[src/rtl/ifmap_req_arbiter.sv]
// Input-feature-map row server: broadcasts the first row of each PPE, then serves
// per-PPE row requests round-robin, for two timesteps, packing rows into router packets.
module ifmap_req_arbiter #(
    parameter int IFMAP_SIZE   = 25,
    parameter int NUM_PE       = 5,
    parameter int FIRST_PE_ID  = 5,
    parameter int OP_PPE_INPUT = 1
) (
    input  logic                  clk,
    input  logic                  rst_n,
    input  logic                  start,
    input  logic                  ts_done,
    input  logic [NUM_PE-1:0]     req,
    output logic [NUM_PE-1:0]     ack,
    output logic                  mem_rd_en,
    output logic [4:0]            mem_rd_row,
    output logic                  mem_ts,
    input  logic [IFMAP_SIZE-1:0] mem_rd_data,
    output logic                  pkt_valid,
    input  logic                  pkt_ready,
    output logic [IFMAP_SIZE+7:0] pkt_data,
    output logic                  done,
    output logic                  err_overrun
);
    localparam int IW = (NUM_PE > 1) ? $clog2(NUM_PE) : 1;
    localparam int CW = $clog2(IFMAP_SIZE + 1);

    typedef enum logic [2:0] {IDLE, BCAST_RD, BCAST_SEND, ARB, RD, SEND, DONE} state_t;

    state_t                 r_state;
    logic                   r_ts;
    logic [NUM_PE-1:0][5:0] r_ptr;
    logic [CW-1:0]          r_cnt;
    logic [IW-1:0]          r_rr;
    logic [IW-1:0]          r_idx;
    logic [IW-1:0]          r_g;
    logic [NUM_PE-1:0]      r_ack_ovr;

    logic                   w_start_acc;
    logic                   w_ts_acc;
    logic                   w_gnt_vld;
    logic [IW-1:0]          w_gnt;
    logic [IW-1:0]          w_sel;
    logic [3:0]             w_dest;
    logic [NUM_PE-1:0]      w_ack_hs;
    logic                   w_last_row;

    function automatic logic [IW-1:0] wrap(input int v);
        return IW'((v >= NUM_PE) ? v - NUM_PE : v);
    endfunction

    assign w_start_acc = start && (r_state == IDLE || r_state == DONE);
    assign w_ts_acc    = !w_start_acc && ts_done && !r_ts && (r_state == ARB || r_state == DONE);

    // Search from the requester after the last grant; lowest offset wins.
    always_comb begin
        w_gnt_vld = 1'b0;
        w_gnt     = '0;
        for (int k = NUM_PE - 1; k >= 0; k--) begin
            if (req[wrap(int'(r_rr) + k)]) begin
                w_gnt_vld = 1'b1;
                w_gnt     = wrap(int'(r_rr) + k);
            end
        end
    end

    assign w_sel      = (r_state == BCAST_SEND) ? r_idx : r_g;
    assign w_dest     = 4'(FIRST_PE_ID) + 4'(w_sel);
    assign w_last_row = (r_cnt + 1'b1) == CW'(IFMAP_SIZE);
    // The grant-complete pulse must coincide with the handshake cycle itself.
    assign w_ack_hs   = (r_state == SEND && pkt_valid && pkt_ready) ? (NUM_PE'(1) << r_g) : '0;
    assign ack        = w_ack_hs | r_ack_ovr;
    assign mem_ts     = r_ts;

    always_ff @(posedge clk or negedge rst_n) begin
        if (!rst_n) begin
            r_state     <= IDLE;
            r_ts        <= 1'b0;
            r_ptr       <= '0;
            r_cnt       <= '0;
            r_rr        <= '0;
            r_idx       <= '0;
            r_g         <= '0;
            r_ack_ovr   <= '0;
            mem_rd_en   <= 1'b0;
            mem_rd_row  <= '0;
            pkt_valid   <= 1'b0;
            pkt_data    <= '0;
            done        <= 1'b0;
            err_overrun <= 1'b0;
        end else begin
            r_ack_ovr <= '0;
            mem_rd_en <= 1'b0;
            if (w_start_acc || w_ts_acc) begin
                r_ts  <= w_ts_acc;
                r_cnt <= '0;
                r_idx <= '0;
                done  <= 1'b0;
                for (int i = 0; i < NUM_PE; i++) r_ptr[i] <= 6'(i);
                mem_rd_en  <= 1'b1;
                mem_rd_row <= '0;
                r_state    <= BCAST_RD;
            end else begin
                case (r_state)
                    BCAST_RD: r_state <= BCAST_SEND;
                    RD:       r_state <= SEND;
                    BCAST_SEND, SEND: begin
                        // First cycle captures the row read in the previous cycle.
                        if (!pkt_valid) begin
                            pkt_valid <= 1'b1;
                            pkt_data  <= {w_dest, 4'(OP_PPE_INPUT), mem_rd_data};
                        end else if (pkt_ready) begin
                            pkt_valid    <= 1'b0;
                            r_ptr[w_sel] <= r_ptr[w_sel] + 6'(NUM_PE);
                            r_cnt        <= r_cnt + 1'b1;
                            if (w_last_row) begin
                                done    <= 1'b1;
                                r_state <= DONE;
                            end else if (r_state == BCAST_SEND && int'(r_idx) < NUM_PE - 1) begin
                                r_idx      <= r_idx + 1'b1;
                                mem_rd_en  <= 1'b1;
                                mem_rd_row <= 5'(r_idx + 1'b1);
                                r_state    <= BCAST_RD;
                            end else begin
                                r_state <= ARB;
                            end
                        end
                    end
                    ARB: begin
                        if (w_gnt_vld) begin
                            r_rr <= wrap(int'(w_gnt) + 1);
                            if (r_ptr[w_gnt] < 6'(IFMAP_SIZE)) begin
                                r_g        <= w_gnt;
                                mem_rd_en  <= 1'b1;
                                mem_rd_row <= r_ptr[w_gnt][4:0];
                                r_state    <= RD;
                            end else begin
                                r_ack_ovr[w_gnt] <= 1'b1;
                                err_overrun      <= 1'b1;
                            end
                        end
                    end
                    default: ;
                endcase
            end
        end
    end
endmodule

[config.mk]
export PLATFORM = sky130hd
export DESIGN_NAME = ifmap_req_arbiter
export DESIGN_NICKNAME = d
export VERILOG_FILES = /design/src/rtl/ifmap_req_arbiter.sv
export SDC_FILE = /design/constraint.sdc
export NUM_CORES = 1
export LEC_CHECK = 0
export CAP_MARGIN = 20
export CORE_ASPECT_RATIO = 0.8
export CORE_MARGIN = 3
export CORE_UTILIZATION = 44
export DETAILED_ROUTE_END_ITERATION = 10
export GPL_TIMING_DRIVEN = 0
export PLACE_DENSITY = 0.66
export SETUP_SLACK_MARGIN = 0.2
export SYNTH_ARGS = -nofsm -noshare
export SYNTH_HDL_FRONTEND = slang
export SYNTH_SLANG_ARGS = --single-unit
[constraint.sdc]
create_clock -name clk -period 12.9 [get_ports clk]
set_input_delay 2.58 -clock clk [delete_from_list [all_inputs] [get_ports clk]]
set_output_delay 2.58 -clock clk [all_outputs]
set_load 0.01 [all_outputs]
==> results.py, run 1 <==
metrics = {
    "logic_synthesis": {
        "yosysSeqAreaShare": 0.3780,
        "avgSynthCellArea_um2": 9.385,
        "synth_ff_type": "dfrtp_1",
        "async_flop_share": 1.000,
        "synth_seq_cells": 92,
        "synthesis.area_um2": 6091,
        "synth_most_common_cell": "dfrtp_1",
        "synth_largest_area_cell": "dfrtp_1",
        "synth.distinct_cells": 92,
        "synth.top_cell.area_share": 0.3780,
        "ys.warnings.count": 0,
        "synth_edf_count": 0,
        "syn_inst": 649,
        "synth_area_leaders": "dfrtp_1, mux2_2, nand2_1, mux2i_1, nor2_1",
        "synth.top_cells.by_count": "dfrtp_1, nand2_1, nor2_1",
    },
    "global_routing": {
        "groute.usage.overall": 0.2229,
        "grt_overflow": 0,
        "grt_pass1_wl_um": 27560,
        "grt_max_degree": 68,
        "grt_pass1_vias": 5296,
        "antenna_found_initial": 0,
    },
    "clock_network": {
        "cts_sinks": 92,
        "htree_levels": 3,
        "cts_hold_buffers": 0,
        "post_cts_buffers": 0,
        "clockBufferDepth": 2,
        "numCtsBuffers": 9,
        "cts_tree": "done",
        "clkLatencyLatePin_ns": 0.34,
        "root_buffer": "clkbuf_16",
        "clk_pin_slew_ns": 0.07,
        "post_cts_resized": 0,
    },
    "timing": {
        "rsz0062_at_grt": "false",
        "tightest_slew_ns": 0.7604,
        "timing.final.crit_share": 0.5550,
        "fin_crit_ns": 7.160,
        "setup_violations": 0,
        "setup_ws_ns": 5.740,
        "finalHoldViolCount": 0,
        "slew_violations": 0,
        "fin_skew_ns": 0.006294,
        "fmax_mhz": 139.7,
        "slew_headroom": 0.4786,
        "fin_setup_tns_ns": 0,
    },
    "routing": {
        "drcViolationCount": 0,
        "first_iter_violations": 545,
        "vias": 5480,
        "routedWlPerCell_um": 18.32,
        "wl_um": 16870,
        "viasPerCell": 5.950,
        "drtPass1Iterations": 5,
        "ant_nets": 0,
    },
    "placement": {
        "dpl_worst_slack_ns": 5.773,
        "io_buffer_count": 77,
        "dpl-instance-area_um2": 7113,
        "hpwl_um": 12620,
        "routabilityCongestion": 0.9432,
    },
    "floorplanning": {
        "dieArea_um2": 15300,
        "die_x_um": 137.5,
        "initial_utilization": 0.4616,
        "die_h_um": 111.2,
        "ioPinCount": 83,
        "rows": 37,
        "core-area_um2": 13190,
    },
    "run_status": {
        "status": "finished, final reports clean",
    },
    "finish": {
        "nets": 793,
        "utilization": 0.5601,
        "area_growth_pct": 21.32,
        "antenna_cells": 0,
        "drive_above_1_share": 0.1381,
        "design_area_um2": 7390,
    },
    "critical_path": {
        "cp_data_required_time_ns": 10.32,
        "crit_path_end_kind": "output port",
        "reg2reg_slack_ns": 7.28,
        "critPathArrivalTime_ns": 4.58,
        "critPathMaxFanout": 6,
        "critPathKind": "in -> out",
        "cp-start-kind": "input pin",
    },
    "min_path": {
        "min_path_type": "reg -> reg",
    },
    "job": {
        "max_cap_violations": 0,
    },
}
[through the flow]
| step | cells | hold slack (ns) |
|---|---|---|
| after floorplan | 651 | 0.4590 |
| after global placement | 903 | 0.4518 |
| after detailed placement | 904 | 0.4547 |
| after CTS | 920 | 0.4710 |
| after global routing | 921 | 0.4975 |
| final | 921 | 0.4700 |
[registers in the layout, indices dropped and copies added, names as in the netlist]
name         count
err_overrun      1
done             1
mem_ts           1
r_cnt            5
pkt_data        30
mem_rd_row       5
r_g              3
mem_rd_en        1
pkt_valid        1
r_rr             3
r_ack_ovr        5
r_idx            3
r_ptr           30
r_state          3
[worst paths after layout]
kind / start / to / cells after the start
setup / recovery: pkt_ready / ack[1] / 8
hold / removal: pkt_data[25] / pkt_data[25] / 1
setup reg to reg: r_rr[0] / r_g[1] / 20
hold reg to reg: pkt_data[25] / pkt_data[25] / 1
max in group asynchronous: rst_n / pkt_data[15] / 2
min in group asynchronous: rst_n / pkt_data[6] / 1
[logic make-up after synthesis]
group,Yosys count,share of synthesized area
and+or+nand+nor,219,0.1791
AOI/OAI and AO/OA,173,0.2050
xor gates and xnor gates,13,0.01993
DFF,92,0.3780
adders and majority gates,17,0.03615
buffers and inverters,69,0.05382
muxes,65,0.1274
other,1,0.0006157
[cell usage in the layout (no fill, tap or decap), types with 9 or more instances in the layout]
cell and n:
clkbuf_1 21, nand2b_1 12, inv_1 26, nand3_1 18, mux2i_1 22, a21oi_1 31
ha_1 16, a22oi_1 11, o21ai_0 38, clkdlybuf4s50_1 76, nand2_1 62, mux2_2 31
nor3_1 15, nor2_1 56, dfrtp_1 92, clkbuf_16 9
[cell type report]
cell class                 instances  area [um2]
sequential                        92        2302
tap                              175       219.0
buffer                            38       209.0
timing repair buffer              79       803.3
inverter                          31       118.9
fill                            1199        5804
multi-input combinational        490        3468
clock buffer                       9       225.2
clock inverter                     7       43.79
[critical path, stage by stage]
cell,delay [ns]
clkdlybuf4s50_1,0.46
nand2_1,0.14
nor2_1,0.30
nand2_1,0.09
nor2_1,0.25
nand2_1,0.09
o21bai_1,0.12
clkdlybuf4s50_1,0.54
[layer usage]
layer | GRT usage | wire [um] | vias up
li1 | - | - | 2544
met1 | 0.3513 | 7797 | 2646
met2 | 0.3144 | 7348 | 276
met3 | 0.04946 | 1617 | 14
met4 | 0.03723 | 112 | 0
met5 | 0 | 0 | -
Power of run 1 is not shown: default switching activity piles up to over one toggle a cycle in this logic, so the estimate is an artifact.
==> run 2, diff against run 1 <==
Clock period 12.9 ns to 6.9 ns, I/O delays scaled along.
==> results of run 2 <==
Same layout as run 1 (identical final DEF). Status: finished, final reports clean.
Main changes from that run: setup slack after placement 5.773 ns -> 1.059 ns; setup slack after layout 5.740 ns -> 1.253 ns; start point of the critical path pkt_ready -> req[1]; end point of the critical path ack[1] -> r_g[1]; register-to-register setup slack 7.28 ns -> 1.28 ns
Power of run 2 is left out for the same reason.
